[config.mk]
export PLATFORM = sky130hd
export DESIGN_NAME = register_status_table
export DESIGN_NICKNAME = d
export VERILOG_FILES = /design/src/rtl/register_status_table.sv
export SDC_FILE = /design/constraint.sdc
export NUM_CORES = 1
export LEC_CHECK = 0
export ABC_AREA = 0
export CORE_UTILIZATION = 45
export DETAILED_ROUTE_END_ITERATION = 8
export PLACE_DENSITY = 0.65
export SLEW_MARGIN = 20
export SYNTH_ARGS = -nofsm -noshare
export SYNTH_HDL_FRONTEND = slang
export SYNTH_SLANG_ARGS = --single-unit
[constraint.sdc]
create_clock -name clk -period 2.05 [get_ports clk]
set_input_delay 0.205 -clock clk [delete_from_list [all_inputs] [get_ports clk]]
set_output_delay 0.205 -clock clk [all_outputs]
set_load 0.005 [all_outputs]
[src/rtl/register_status_table.sv]
// Register status table: per architectural register, a pending flag and producer tag.
// Latency: reads and regfile write enables are combinational; updates land at the next clk edge.
// Backpressure: none. Dispatch and CDB are accepted every cycle, and dispatch wins a same-entry collision.
module register_status_table #(
    parameter int NUM_REGS = 32,
    parameter int ADDR_W   = 5,
    parameter int TAG_W    = 6
) (
    input  logic                clk,
    input  logic                reset,
    input  logic [TAG_W-1:0]    dispatch_tag,
    input  logic                dispatch_valid,
    input  logic [ADDR_W-1:0]   dispatch_addr,
    input  logic                dispatch_wen,
    input  logic [TAG_W-1:0]    cdb_tag,
    input  logic                cdb_valid,
    output logic [NUM_REGS-1:0] regfile_wen_onehot,
    input  logic [ADDR_W-1:0]   dispatch_rsaddr,
    output logic [TAG_W-1:0]    dispatch_rstag,
    output logic                dispatch_rsvalid,
    input  logic [ADDR_W-1:0]   dispatch_rtaddr,
    output logic [TAG_W-1:0]    dispatch_rttag,
    output logic                dispatch_rtvalid
);

    // Per-entry view of the table; entry 0 is a hard-wired "never pending".
    logic [TAG_W-1:0]    w_tag   [NUM_REGS];
    logic [NUM_REGS-1:0] w_valid;
    logic [NUM_REGS-1:0] w_cdb_match;
    logic                w_disp_we;

    // A rename only happens for a real instruction that writes a non-zero register.
    assign w_disp_we = dispatch_valid && dispatch_wen && (dispatch_addr != '0);

    genvar gi;
    generate
        for (gi = 0; gi < NUM_REGS; gi++) begin : g_entry
            if (gi == 0) begin : g_zero
                assign w_tag[gi]       = '0;
                assign w_valid[gi]     = 1'b0;
                assign w_cdb_match[gi] = 1'b0;
            end else begin : g_reg
                logic [TAG_W-1:0] r_tag;
                logic             r_valid;
                logic             w_sel;

                assign w_sel           = w_disp_we && (dispatch_addr == ADDR_W'(gi));
                assign w_cdb_match[gi] = cdb_valid && r_valid && (r_tag == cdb_tag);
                assign w_tag[gi]       = r_tag;
                assign w_valid[gi]     = r_valid;

                // Entry update: reset first, then a rename (which overrides a same-cycle CDB clear),
                // then the CDB clear. The tag is kept when the entry clears.
                always_ff @(posedge clk) begin
                    if (!reset) begin
                        r_tag   <= '0;
                        r_valid <= 1'b0;
                    end else if (w_sel) begin
                        r_tag   <= dispatch_tag;
                        r_valid <= 1'b1;
                    end else if (w_cdb_match[gi]) begin
                        r_valid <= 1'b0;
                    end
                end
            end
        end
    endgenerate

    // A register file write is due for every entry whose producer broadcasts this cycle,
    // even when dispatch is renaming that entry in the same cycle.
    assign regfile_wen_onehot = w_cdb_match;

    // Operand reads with a CDB bypass: a value that completes this cycle reads as available.
    assign dispatch_rstag   = w_tag[dispatch_rsaddr];
    assign dispatch_rsvalid = w_valid[dispatch_rsaddr]
                              && !(cdb_valid && (w_tag[dispatch_rsaddr] == cdb_tag));
    assign dispatch_rttag   = w_tag[dispatch_rtaddr];
    assign dispatch_rtvalid = w_valid[dispatch_rtaddr]
                              && !(cdb_valid && (w_tag[dispatch_rtaddr] == cdb_tag));

endmodule

==> key figures, run 1 <==
Outcome
  – Result of the run: complete, but fails checks
  – Violated checks: setup timing

Hold path
  – Worst hold path depth: 2
  – Worst min-delay path category: input port to flop
  – Worst Min Path Start: reset
  – Worst Hold Endpoint: g_entry[12].g_reg.r_tag[4]

STA
  – Setup TNS Final: -8.114 ns
  – Worst-case hold slack: about 0.019 ns
  – Post-layout minimum cycle time: 2.935 ns
  – Final setup vio count: 27
  – Relative slew slack: 0.5984
  – Pins over their slew limit: 0
  – Count of endpoints failing hold in the final timing report: 0
  – Peak Freq: about 340 MHz
  – Setup slack of the critical path after layout: -0.8854 ns
  – Transition at the pin with the smallest max-transition slack: around 0.60 ns
  – Final worst path period share: 1.432
  – Layout Skew: 0.009148 ns
  – RSZ-0062 raised after global routing: yes

Drt
  – Vias after detailed routing: ~13000
  – Detailed Route Iter0 Violations: between 1000 and 1500
  – Number of detailed-routing iterations run before antenna repair: 5
  – Drt total wl: 56550 microns
  – Number of vias per cell: roughly 5.9
  – Residual antenna-violating net count after detailed routing: 0
  – DRC violation count after routing: 0
  – Per-cell routed wire length: approximately 25 microns

Worst setup path
  – Worst setup SP type: flop
  – Launch instance of the worst register-to-register path: g_entry[3].g_reg.r_tag[1]
  – Top cell by count, worst path: sky130_fd_sc_hd__mux4_2
  – Arrival time at the worst endpoint: between 2 and 3 ns
  – Kind of cell adding the most delay to the critical path: multiplexers
  – Ordered cell list for the critical path: mux4_2, mux4_2, a22o_1, xor2_1, nor2_1, a41oi_2, buf_2
  – Classification of the worst setup path: flop to output port
  – Element type at the critical path end: output port
  – Number of cell instances on the worst register-to-register path: 13
  – Data required time of the critical path: 1.85 ns
  – Crit-path max cell delay: just over 0.5 ns
  – Reg2reg setup slack: -0.03 ns
  – CP Max Fanout: 2
  – Number of buffers and inverters on the critical path: 1
  – Cell with the largest stage delay on the worst path: sky130_fd_sc_hd__mux4_2
  – Terminus of the critical flop-to-flop path: g_entry[3].g_reg.r_valid

Die
  – Overall die height: ~180 microns
  – Core region area: roughly 31000 sq um
  – Top-Level Pins: 78
  – Floorplan row count: 65
  – Full die area: between 30000 and 40000 sq um
  – Die X: 180.8 microns
  – Starting density of the core: 0.4570

Job
  – Max_cap viols: 0

CTS
  – Root buffer cell: sky130_fd_sc_hd__clkbuf_16
  – Maximum number of buffers from clock root to sink: 3
  – Clock Sinks: around 220
  – Count of hold-fix buffers inserted at cts: 0
  – H-tree levels: 1
  – Clock transition at the register clock pins on the worst setup and hold paths after CTS: ~0.06 ns
  – Clock tree from TritonCTS: yes
  – Inserted Clock Buffers: 26
  – Clock latency of the later-clocked register in the worst-skew pair: 0.55 ns

Synth
  – Cell area after technology mapping: approximately 14000 sq um
  – Most used DFF post-synth: sky130_fd_sc_hd__dfxtp_1
  – Post-synthesis instance total: around 1400
  – Post-Syn Nets: roughly 1400
  – Library cell with the largest summed area after synthesis: sky130_fd_sc_hd__dfxtp_1
  – Area share of the largest cell type after synthesis: 0.3020
  – Number of distinct library cells after synthesis: 60
  – Async set-or-reset flop fraction in the synthesized netlist: 0
  – Ranking of synthesized cells by area: sky130_fd_sc_hd__dfxtp_1 (30%), sky130_fd_sc_hd__mux2i_1 (15%), sky130_fd_sc_hd__mux4_2 (14%)
  – Count of state elements after synthesis: 217
  – Warning count from the yosys run: 0
  – Register area share after synthesis: 0.3020
  – Mean post-synth cell area: approximately 10 sq um
  – Number of flops mapped to enable cells by yosys: 0

Placed design
  – Count of input and output buffers: 76
  – Post-DP Area: 18490 sq um
  – Post-detailed-placement half-perimeter wirelength: approximately 40000 microns
  – Routability-driven placement congestion ratio: between 0.9 and 1

Finish
  – Share of post-route cells with drive strength above 1: 0.4324
  – Commonest non-fill, non-tap cell in the layout: sky130_fd_sc_hd__buf_4
  – FILL cells: approximately 2500
  – Area of combinational cells with multiple inputs: between 9000 and 10000 sq um
  – Count of nets after finishing: 1876
  – Sequential Area: 4441 sq um
  – Layout-stage area growth over the synthesis result: 42.21%
  – Most frequent cells in the layout: sky130_fd_sc_hd__buf_4 (340), sky130_fd_sc_hd__mux2i_1 (212), sky130_fd_sc_hd__nor2b_1 (211)
  – Layout Cell Area excl Fill: 20450 sq um

GRT
  – Gr usage total: 0.3407
  – Largest net degree at the start of global routing: 140
  – Antenna violations before repair: 2
  – Remaining global-route overflow: 0
  – First-pass GRT wire length: 83860 microns
  – Vias in the first global route: ~13000

Pwr
  – Leakage power total: approximately 8.6 nW
  – Areal power density over the cells: 516.2 nW/um^2
  – Maximum ir drop on the vdd rail: 0.5581 mV
==> worst max path at each step <==
stage	startpoint	end	slack, ns	cells past startpoint
floorplan	dispatch_rtaddr[2]	dispatch_rtvalid	-0.06	8
global placement	dispatch_rsaddr[0]	dispatch_rsvalid	-1.21	12
detailed placement	dispatch_rtaddr[0]	dispatch_rtvalid	-1.19	10
CTS	g_entry[30].g_reg.r_tag[2]	dispatch_rsvalid	-0.90	8
global route	g_entry[31].g_reg.r_tag[2]	dispatch_rsvalid	-0.93	8
finish	g_entry[14].g_reg.r_tag[3]	dispatch_rsvalid	-0.89	7
==> routing by layer <==
metal | vias to the layer above | global-route usage | wire length [microns]
met4 | 2 | 0.1450 | 2669
met2 | 719 | 0.5483 | 25940
met3 | 178 | 0.06128 | 4835
met1 | 6646 | 0.4489 | 23090
met5 | - | 0 | 11
li1 | 5917 | - | -
==> kinds of logic (layout without fill, tap and decap cells) <==
family	after synthesis	after routing	share of synthesized area
other	1	2	0.0002607
flip-flops	217	217	0.3020
buffers and inverters	143	590	0.04506
AND/OR/NAND/NOR	430	430	0.1719
multiplexers	325	325	0.3074
AO/OA/AOI/OAI	103	103	0.05280
XOR/XNOR	198	198	0.1206
==> report_power, final <==
group	switching (mW)	internal [mW]	leakage, nW
clock network	1.98	2.77	0.420
logic	0.863	0.695	6.39
registers	0.0185	4.24	1.79
==> layout make-up <==
type / instances / area share
multi-input combinational: 1057 / 0.4841
timing repair buffer: 517 / 0.2280
clock buffer: 38 / 0.03652
inverter: 25 / 0.004588
antenna: 1 / 0.0001223
sequential: 217 / 0.2171
clock inverter: 10 / 0.005016
tap: 402 / 0.02459
==> synthesized netlist by cell type (6+ instances only) <==
cell type                  instances
sky130_fd_sc_hd__a22oi_1          14
sky130_fd_sc_hd__buf_4            13
sky130_fd_sc_hd__nor3_1            8
sky130_fd_sc_hd__o21a_1           13
sky130_fd_sc_hd__mux2i_1         213
sky130_fd_sc_hd__nor2b_1         213
sky130_fd_sc_hd__dfxtp_1         217
sky130_fd_sc_hd__nor2_1           65
sky130_fd_sc_hd__xor2_1          160
sky130_fd_sc_hd__nor4_1           32
sky130_fd_sc_hd__clkbuf_1         68
sky130_fd_sc_hd__nand3_1          11
sky130_fd_sc_hd__nand2_1          26
sky130_fd_sc_hd__nand4_1          31
sky130_fd_sc_hd__nand2b_1          6
sky130_fd_sc_hd__inv_1            23
sky130_fd_sc_hd__and2_1           21
sky130_fd_sc_hd__buf_1            19
sky130_fd_sc_hd__o21ai_0          15
sky130_fd_sc_hd__a221oi_1         12
sky130_fd_sc_hd__o22ai_1          13
sky130_fd_sc_hd__mux2_2           21
sky130_fd_sc_hd__buf_2            13
sky130_fd_sc_hd__xnor2_1          38
sky130_fd_sc_hd__mux4_2           90
==> sequential cells by signal, indices dropped and copies added (netlist names) <==
| name | flops |
|---|---|
| g_entry.g_reg.r_tag | 186 |
| g_entry.g_reg.r_valid | 31 |
==> worst reg2reg max path: stages, from the launching register on <==
cell and delay (ns):
sky130_fd_sc_hd__dfxtp_2 0.34, sky130_fd_sc_hd__buf_6 0.11, sky130_fd_sc_hd__buf_6 0.10, sky130_fd_sc_hd__buf_6 0.10
sky130_fd_sc_hd__buf_6 0.10, sky130_fd_sc_hd__buf_6 0.10, sky130_fd_sc_hd__buf_6 0.11, sky130_fd_sc_hd__xor2_1 0.15
sky130_fd_sc_hd__nor2_1 0.13, sky130_fd_sc_hd__nand4_1 0.14, sky130_fd_sc_hd__nor4_2 0.22, sky130_fd_sc_hd__buf_4 0.17
sky130_fd_sc_hd__nor2b_2 0.03, sky130_fd_sc_hd__o21a_1 0.17
==> stage by stage <==
| stage | setup WS, ns | std cells | power (mW) | util |
|---|---|---|---|---|
| floorplan | -0.06107 | 1417 | 5.150 | - |
| global placement | -1.206 | 2185 | 5.785 | 0.5876 |
| detailed placement | -1.189 | 2185 | 5.792 | 0.5876 |
| CTS | -0.9004 | 2259 | 10.50 | 0.6382 |
| global route | -0.9250 | 2266 | 10.79 | 0.6498 |
| finish | -0.8854 | 2267 | 10.56 | 0.6499 |
==> repair_timing <==
| item | in CTS | in global routing |
|---|---|---|
| resized for setup | 354 | 97 |
| endpoints found under the setup margin | 45 | 46 |
| setup buffers | 34 | 26 |
| pin swaps | 102 | 76 |
Note: power is estimated with default switching activity, not from simulation.
==> run 2: changes to the inputs <==
--- a/config.mk
+++ b/config.mk
@@ -6,9 +6,12 @@
 export NUM_CORES = 1
 export LEC_CHECK = 0
 export ABC_AREA = 0
+export CORE_ASPECT_RATIO = 1.25
+export CORE_MARGIN = 1.5
 export CORE_UTILIZATION = 45
 export DETAILED_ROUTE_END_ITERATION = 8
 export PLACE_DENSITY = 0.65
+export REMOVE_ABC_BUFFERS = 1
 export SLEW_MARGIN = 20
 export SYNTH_ARGS = -nofsm -noshare
 export SYNTH_HDL_FRONTEND = slang
==> key figures, run 2 (synthesis results as in run 1) <==
Worst setup path
  – Worst setup SP type: flop (unchanged)
  – Arrival time at the worst endpoint: 2.78 ns (was 2.73 ns)
  – Data required time of the critical path: 1.85 ns (about the same)
  – Classification of the worst setup path: flop to output port (unchanged)
  – Element type at the critical path end: output port (unchanged)
  – CP Max Fanout: 3 (was 2)

CTS
  – Clock Sinks: 217 (unchanged)
  – Root buffer cell: sky130_fd_sc_hd__clkbuf_16 (unchanged)
  – Clock latency of the later-clocked register in the worst-skew pair: 0.55 ns (about the same)
  – H-tree levels: 1 (unchanged)
  – Maximum number of buffers from clock root to sink: 3 (unchanged)
  – Inserted Clock Buffers: 25 (was 26)
  – Clock tree from TritonCTS: yes (unchanged)
  – Clock transition at the register clock pins on the worst setup and hold paths after CTS: 0.06 ns (about the same)

GRT
  – First-pass GRT wire length: 85430 microns (was 83860 microns)
  – Remaining global-route overflow: 0 (unchanged)
  – Largest net degree at the start of global routing: 78 (was 140)
  – Vias in the first global route: 13890 (was 13370)
  – Antenna violations before repair: 0 (was 2)
  – Gr usage total: 0.3473 (was 0.3407)

Finish
  – Layout Cell Area excl Fill: 20290 sq um (was 20450 sq um)
  – Antenna diode count: 0 (was 1)
  – Flip-flop count of the largest register, all copies and words added: 186 (unchanged)
  – Area of combinational cells with multiple inputs: 9883 sq um (was 9902 sq um)
  – Count of nets after finishing: 1875 (was 1876)
  – Largest register by flop count: g_entry.g_reg.r_tag (unchanged)
  – Commonest non-fill, non-tap cell in the layout: sky130_fd_sc_hd__buf_4 (unchanged)
  – FILL cells: 2574 (was 2472)
  – Share of post-route cells with drive strength above 1: 0.4249 (was 0.4324)
  – Layout-stage area growth over the synthesis result: 41.08% (was 42.21%)
  – Biggest registers after layout: g_entry.g_reg.r_tag x186, g_entry.g_reg.r_valid x31 (unchanged)
  – Most frequent cells in the layout: sky130_fd_sc_hd__buf_4 (355), sky130_fd_sc_hd__nor2b_1 (211), sky130_fd_sc_hd__mux2i_1 (210) (was sky130_fd_sc_hd__buf_4 (340), sky130_fd_sc_hd__mux2i_1 (212), sky130_fd_sc_hd__nor2b_1 (211))
  – Sequential Area: 4461 sq um (was 4441 sq um)

Die
  – Core region area: 31600 sq um (was 31470 sq um)
  – Starting density of the core: 0.4551 (was 0.4570)
  – Floorplan row count: 73 (was 65)
  – Top-Level Pins: 78 (unchanged)
  – Die X: 162.9 microns (was 180.8 microns)
  – Full die area: 33050 sq um (was 32680 sq um)
  – Overall die height: 202.9 microns (was 180.8 microns)

STA
  – RSZ-0062 raised after global routing: yes (unchanged)
  – Final worst path period share: 1.456 (was 1.432)
  – Final setup vio count: 28 (was 27)
  – Setup TNS Final: -8.241 ns (was -8.114 ns)
  – Relative slew slack: 0.6142 (was 0.5984)
  – Layout Skew: 0.01263 ns (was 0.009148 ns)
  – Transition at the pin with the smallest max-transition slack: 0.5715 ns (was 0.6024 ns)
  – Peak Freq: 335.1 MHz (was 340.7 MHz)
  – Post-layout minimum cycle time: 2.984 ns (was 2.935 ns)
  – Setup slack of the critical path after layout: -0.9344 ns (was -0.8854 ns)
  – Pins over their slew limit: 0 (unchanged)
  – Count of endpoints failing hold in the final timing report: 0 (unchanged)

Drt
  – DRC violation count after routing: 0 (unchanged)
  – Drt total wl: 57230 microns (was 56550 microns)
  – Number of detailed-routing iterations run before antenna repair: 5 (unchanged)
  – Detailed-routed wire length on met2: 27560 microns (was 25940 microns)
  – Metal-1 WL: 21080 microns (was 23090 microns)
  – Residual antenna-violating net count after detailed routing: 0 (unchanged)
  – Per-cell routed wire length: 25.22 microns (was 24.94 microns)
  – Number of vias per cell: 5.915 (was 5.938)
  – Met3 wire length: 4438 microns (was 4835 microns)
  – Detailed Route Iter0 Violations: 1211 (was 1333)
  – Vias after detailed routing: 13420 (was 13460)
  – Highest Signal Layer: met4 (was met5)

Pwr
  – Areal power density over the cells: 499.3 nW/um^2 (was 516.2 nW/um^2)
  – Overall Power: 10.13 mW (was 10.56 mW)
  – Maximum ir drop on the vdd rail: 0.4981 mV (was 0.5581 mV)
  – Leakage power total: 8.505 nW (was 8.597 nW)

Placed design
  – Post-Place Setup Slack: -1.313 ns (was -1.189 ns)
  – Routability-driven placement congestion ratio: 0.9923 (was 0.9636)
  – Post-detailed-placement half-perimeter wirelength: 40840 microns (was 40070 microns)
  – Count of input and output buffers: 76 (unchanged)
  – Post-DP Area: 18550 sq um (was 18490 sq um)

Hold path
  – Worst min-delay path category: input port to flop (unchanged)

Job
  – Max_cap viols: 0 (unchanged)

Outcome
  – Violated checks: setup timing (unchanged)
  – Result of the run: complete, but fails checks (unchanged)
-- run 2: worst paths after layout --
kind | from | to | slack (ns) | depth (start not counted)
max reg2reg | g_entry[13].g_reg.r_tag[3] | g_entry[13].g_reg.r_valid | 0.27 | 10
min | reset | g_entry[8].g_reg.r_tag[0] | 0.08 | 2
max | g_entry[15].g_reg.r_tag[3] | dispatch_rsvalid | -0.93 | 7
min reg2reg | g_entry[29].g_reg.r_tag[0] | g_entry[29].g_reg.r_tag[0] | 0.58 | 2
-- run 2: area by class of cell --
type	instances	area share
Multi-Input combinational cell	1057	0.4870
Clock inverter	5	0.002836
Timing Repair Buffer	517	0.2260
Clock buffer	36	0.03434
Inverter	25	0.004624
Tap cell	412	0.02540
Sequential cell	217	0.2198
-- run 2: layer usage --
| metal | GRT usage | vias up |
|---|---|---|
| met5 | 0 | - |
| met4 | 0.2261 | 0 |
| met3 | 0.04658 | 242 |
| met2 | 0.5847 | 708 |
| met1 | 0.4132 | 6557 |
| li1 | - | 5914 |
-- run 2: power breakdown --
group          total [mW]  switching [mW]  internal (mW)  leakage (nW)
Clock                4.33            1.86           2.46         0.358
Sequential           4.24          0.0205           4.22          1.79
Combinational        1.56           0.871          0.690          6.36
-- run 2: metrics by stage --
stage / hold WS [ns] / util / instances
floorplan: 0.3225 / - / 1299
global route: 0.09515 / 0.6421 / 2269
detailed placement: 0.5799 / 0.5871 / 2207
CTS: 0.07059 / 0.6354 / 2267
global placement: 0.5665 / 0.5871 / 2207
finish: 0.07738 / 0.6421 / 2269
-- run 2: repair_timing --
action | CTS | global route
endpoints found under the setup margin | 45 | 45
pin swaps | 106 | 71
setup buffers | 27 | 8
gates resized for setup | 379 | 62
hold buffers | 0 | 0
-- run 2: worst max-delay path, cell delays in order, from the launching register on --
cell                      delay (ns)
sky130_fd_sc_hd__dfxtp_4        0.36
sky130_fd_sc_hd__mux4_2         0.48
sky130_fd_sc_hd__mux4_2         0.52
sky130_fd_sc_hd__a22o_1         0.30
sky130_fd_sc_hd__xor2_1         0.15
sky130_fd_sc_hd__nor2_1         0.12
sky130_fd_sc_hd__a41oi_2        0.14
sky130_fd_sc_hd__buf_2          0.16
==> run 3: changes to the inputs <==
--- a/config.mk
+++ b/config.mk
@@ -6,6 +6,7 @@
 export NUM_CORES = 1
 export LEC_CHECK = 0
 export ABC_AREA = 0
+export CAP_MARGIN = 20
 export CORE_ASPECT_RATIO = 1.25
 export CORE_MARGIN = 1.5
 export CORE_UTILIZATION = 45
==> constraint.sdc (replaced) <==
create_clock -name clk -period 2.05 [get_ports clk]
set_input_delay 0.3075 -clock clk [delete_from_list [all_inputs] [get_ports clk]]
set_output_delay 0.3075 -clock clk [all_outputs]
set_load 0.005 [all_outputs]
==> key figures, run 3 (synthesis results as in run 1) <==
Outcome
  – Result of the run: complete, but fails checks (unchanged)
  – Violated checks: setup timing (unchanged)

Die
  – Core region area: 31600 sq um (unchanged)
  – Overall die height: 202.9 microns (unchanged)
  – Full die area: 33050 sq um (unchanged)
  – Starting density of the core: 0.4551 (unchanged)
  – Top-Level Pins: 78 (unchanged)
  – Die X: 162.9 microns (unchanged)
  – Floorplan row count: 73 (unchanged)

Worst setup path
  – WP depth: 8 (was 7)
  – Arrival time at the worst endpoint: 2.73 ns (was 2.78 ns)
  – CP Max Fanout: 2 (was 3)
  – Data required time of the critical path: 1.74 ns (was 1.85 ns)
  – Classification of the worst setup path: flop to output port (unchanged)
  – Launch instance of the worst register-to-register path: g_entry[31].g_reg.r_tag[2] (was g_entry[13].g_reg.r_tag[3])
  – Launch point of the worst path: g_entry[18].g_reg.r_tag[5] (was g_entry[15].g_reg.r_tag[3])
  – Number of buffers and inverters on the critical path: 1 (unchanged)
  – Number of cell instances on the worst register-to-register path: 11 (was 10)
  – Terminus of the critical flop-to-flop path: g_entry[31].g_reg.r_valid (was g_entry[13].g_reg.r_valid)
  – End of the critical path: dispatch_rtvalid (was dispatch_rsvalid)
  – Ordered cell list for the critical path: mux4_2, mux2_4, a221oi_4, a31oi_2, xnor2_1, and4_4, a41oi_2, buf_2 (was mux4_2, mux4_2, a22o_1, xor2_1, nor2_1, a41oi_2, buf_2)
  – Kind of cell adding the most delay to the critical path: multiplexers (unchanged)
  – Reg2reg setup slack: 0.28 ns (was 0.27 ns)
  – Element type at the critical path end: output port (unchanged)
  – Crit-path max cell delay: 0.47 ns (was 0.52 ns)
  – Worst setup SP type: flop (unchanged)
  – Cell with the largest stage delay on the worst path: sky130_fd_sc_hd__mux4_2 (unchanged)

CTS
  – Root buffer cell: sky130_fd_sc_hd__clkbuf_16 (unchanged)
  – Clock tree from TritonCTS: yes (unchanged)
  – Count of hold-fix buffers inserted at cts: 0 (unchanged)
  – Clock Sinks: 217 (unchanged)
  – Maximum number of buffers from clock root to sink: 3 (unchanged)
  – Inserted Clock Buffers: 25 (unchanged)
  – H-tree levels: 1 (unchanged)
  – Clock latency of the later-clocked register in the worst-skew pair: 0.54 ns (was 0.55 ns)
  – Clock transition at the register clock pins on the worst setup and hold paths after CTS: 0.06 ns (about the same)

Finish
  – Flip-flop count of the largest register, all copies and words added: 186 (unchanged)
  – Largest register by flop count: g_entry.g_reg.r_tag (unchanged)
  – FILL cells: 2549 (was 2574)
  – Sequential Area: 4463 sq um (was 4461 sq um)
  – Area of combinational cells with multiple inputs: 9857 sq um (was 9883 sq um)
  – Commonest non-fill, non-tap cell in the layout: sky130_fd_sc_hd__buf_4 (unchanged)
  – Count of nets after finishing: 1884 (was 1875)
  – Most frequent cells in the layout: sky130_fd_sc_hd__buf_4 (350), sky130_fd_sc_hd__nor2b_1 (210), sky130_fd_sc_hd__mux2i_1 (209) (was sky130_fd_sc_hd__buf_4 (355), sky130_fd_sc_hd__nor2b_1 (211), sky130_fd_sc_hd__mux2i_1 (210))
  – Layout Cell Area excl Fill: 20520 sq um (was 20290 sq um)
  – Share of post-route cells with drive strength above 1: 0.4406 (was 0.4249)
  – Layout-stage area growth over the synthesis result: 42.63% (was 41.08%)
  – Filler-free cell count of the finished design: 2282 (was 2269)
  – Biggest registers after layout: g_entry.g_reg.r_tag x186, g_entry.g_reg.r_valid x31 (unchanged)
  – Antenna diode count: 0 (unchanged)
  – Share of the core filled with cells: 0.6492 (was 0.6421)

STA
  – Count of endpoints failing hold in the final timing report: 0 (unchanged)
  – Layout Skew: 0.008473 ns (was 0.01263 ns)
  – Pins over their slew limit: 0 (unchanged)
  – Transition at the pin with the smallest max-transition slack: 0.5454 ns (was 0.5715 ns)
  – Peak Freq: 329.4 MHz (was 335.1 MHz)
  – Relative slew slack: 0.6364 (was 0.6142)
  – Final setup vio count: 44 (was 28)
  – Final worst path period share: 1.481 (was 1.456)
  – Setup slack of the critical path after layout: -0.9857 ns (was -0.9344 ns)
  – Post-layout minimum cycle time: 3.036 ns (was 2.984 ns)
  – Setup TNS Final: -10.53 ns (was -8.241 ns)
  – RSZ-0062 raised after global routing: yes (unchanged)

Pwr
  – Areal power density over the cells: 507.0 nW/um^2 (was 499.3 nW/um^2)
  – Overall Power: 10.40 mW (was 10.13 mW)
  – Internal cell power: 7.635 mW (was 7.376 mW)
  – Fraction of power consumed by the clock network: 0.440 (was 0.427)
  – Sw Pwr: 2.767 mW (was 2.756 mW)
  – Sequential Power Share: 0.409 (was 0.419)
  – Leakage power total: 8.636 nW (was 8.505 nW)
  – Sw frac: 0.2660 (was 0.2720)
  – Part of the total power dissipated in combinational logic: 0.152 (was 0.154)
  – Maximum ir drop on the vdd rail: 0.4740 mV (was 0.4981 mV)

Placed design
  – Post-DP Area: 18600 sq um (was 18550 sq um)
  – Count of input and output buffers: 76 (unchanged)
  – Routability-driven placement congestion ratio: 0.9767 (was 0.9923)
  – Post-detailed-placement half-perimeter wirelength: 40900 microns (was 40840 microns)
  – Placed cell count: 2213 (was 2207)

Drt
  – Number of detailed-routing iterations run before antenna repair: 5 (unchanged)
  – Per-cell routed wire length: 24.80 microns (was 25.22 microns)
  – Drt total wl: 56580 microns (was 57230 microns)
  – Number of vias per cell: 5.819 (was 5.915)
  – Residual antenna-violating net count after detailed routing: 0 (unchanged)
  – DRC violation count after routing: 0 (unchanged)
  – Vias after detailed routing: 13280 (was 13420)
  – Detailed Route Iter0 Violations: 1155 (was 1211)

Job
  – Max_cap viols: 0 (unchanged)

GRT
  – Gr usage total: 0.3444 (was 0.3473)
  – Remaining global-route overflow: 0 (unchanged)
  – First-pass GRT wire length: 84800 microns (was 85430 microns)
  – Antenna violations before repair: 0 (unchanged)
  – Vias in the first global route: 13680 (was 13890)
  – Largest net degree at the start of global routing: 72 (was 78)

Hold path
  – Worst min-delay path category: input port to flop (unchanged)
[run 3: cell types whose count changed in the layout (fill, tap and decap cells not counted), sizes merged]
cell           delta
dlygate4sd2       +2
clkbuf            +7
buf               +6
clkinvlp          -3
clkdlybuf4s50     -2
dlymetal6s2s      +1
clkinv            +1
bufbuf            +1
[run 3: cell type report]
| type | count | area share |
|---|---|---|
| inverter | 25 | 0.004574 |
| clock inverter | 3 | 0.001952 |
| clock buffer | 42 | 0.03799 |
| timing repair buffer | 526 | 0.2324 |
| sequential | 217 | 0.2175 |
| multi-input combinational | 1057 | 0.4805 |
| tap | 412 | 0.02513 |
[run 3: power by group through the flow]
stage | clock network (mW) | registers [mW] | logic (mW)
after floorplan | 0 | 4.34 | 0.481
after global placement | 0 | 4.35 | 1.44
after detailed placement | 0 | 4.35 | 1.45
after CTS | 4.60 | 4.25 | 1.52
after global routing | 4.78 | 4.25 | 1.64
final | 4.57 | 4.25 | 1.58
[run 3: layer usage]
layer  track usage  vias to the layer above  routed length, microns
li1              -                     5921                       -
met1        0.4128                     6553                   21780
met2        0.5898                      605                   27460
met3       0.04188                      199                    3609
met4        0.2018                        0                    3730
met5             0                        -                       0
[run 3: through the flow]
stage / hold WS, ns / worst slack [ns]
2_1_floorplan: 0.4250 / -0.1753
3_3_place_gp: 0.5638 / -1.543
3_5_place_dp: 0.5738 / -1.592
4_1_cts: 0.2622 / -0.9920
5_1_grt: 0.2849 / -1.065
6_report: 0.2643 / -0.9857
[run 3: worst min-delay path by stage]
stage | startpoint | to | slack [ns] | cells past startpoint
after detailed placement | g_entry[23].g_reg.r_tag[3] | g_entry[23].g_reg.r_tag[3] | 0.57 | 2
after floorplan | reset | g_entry[19].g_reg.r_valid | 0.43 | 1
after global placement | g_entry[23].g_reg.r_tag[3] | g_entry[23].g_reg.r_tag[3] | 0.56 | 2
after global routing | reset | g_entry[26].g_reg.r_valid | 0.28 | 2
after CTS | reset | g_entry[26].g_reg.r_valid | 0.26 | 2
final | reset | g_entry[26].g_reg.r_valid | 0.26 | 2
[run 3: repair_timing]
action | 4_1_cts | 5_1_grt
pin swaps | 116 | 76
gates cloned | 1 | 0
gates resized for setup | 393 | 81
endpoints found under the setup margin | 45 | 45
setup buffers | 22 | 23
endpoints found under the hold margin | 0 | 0
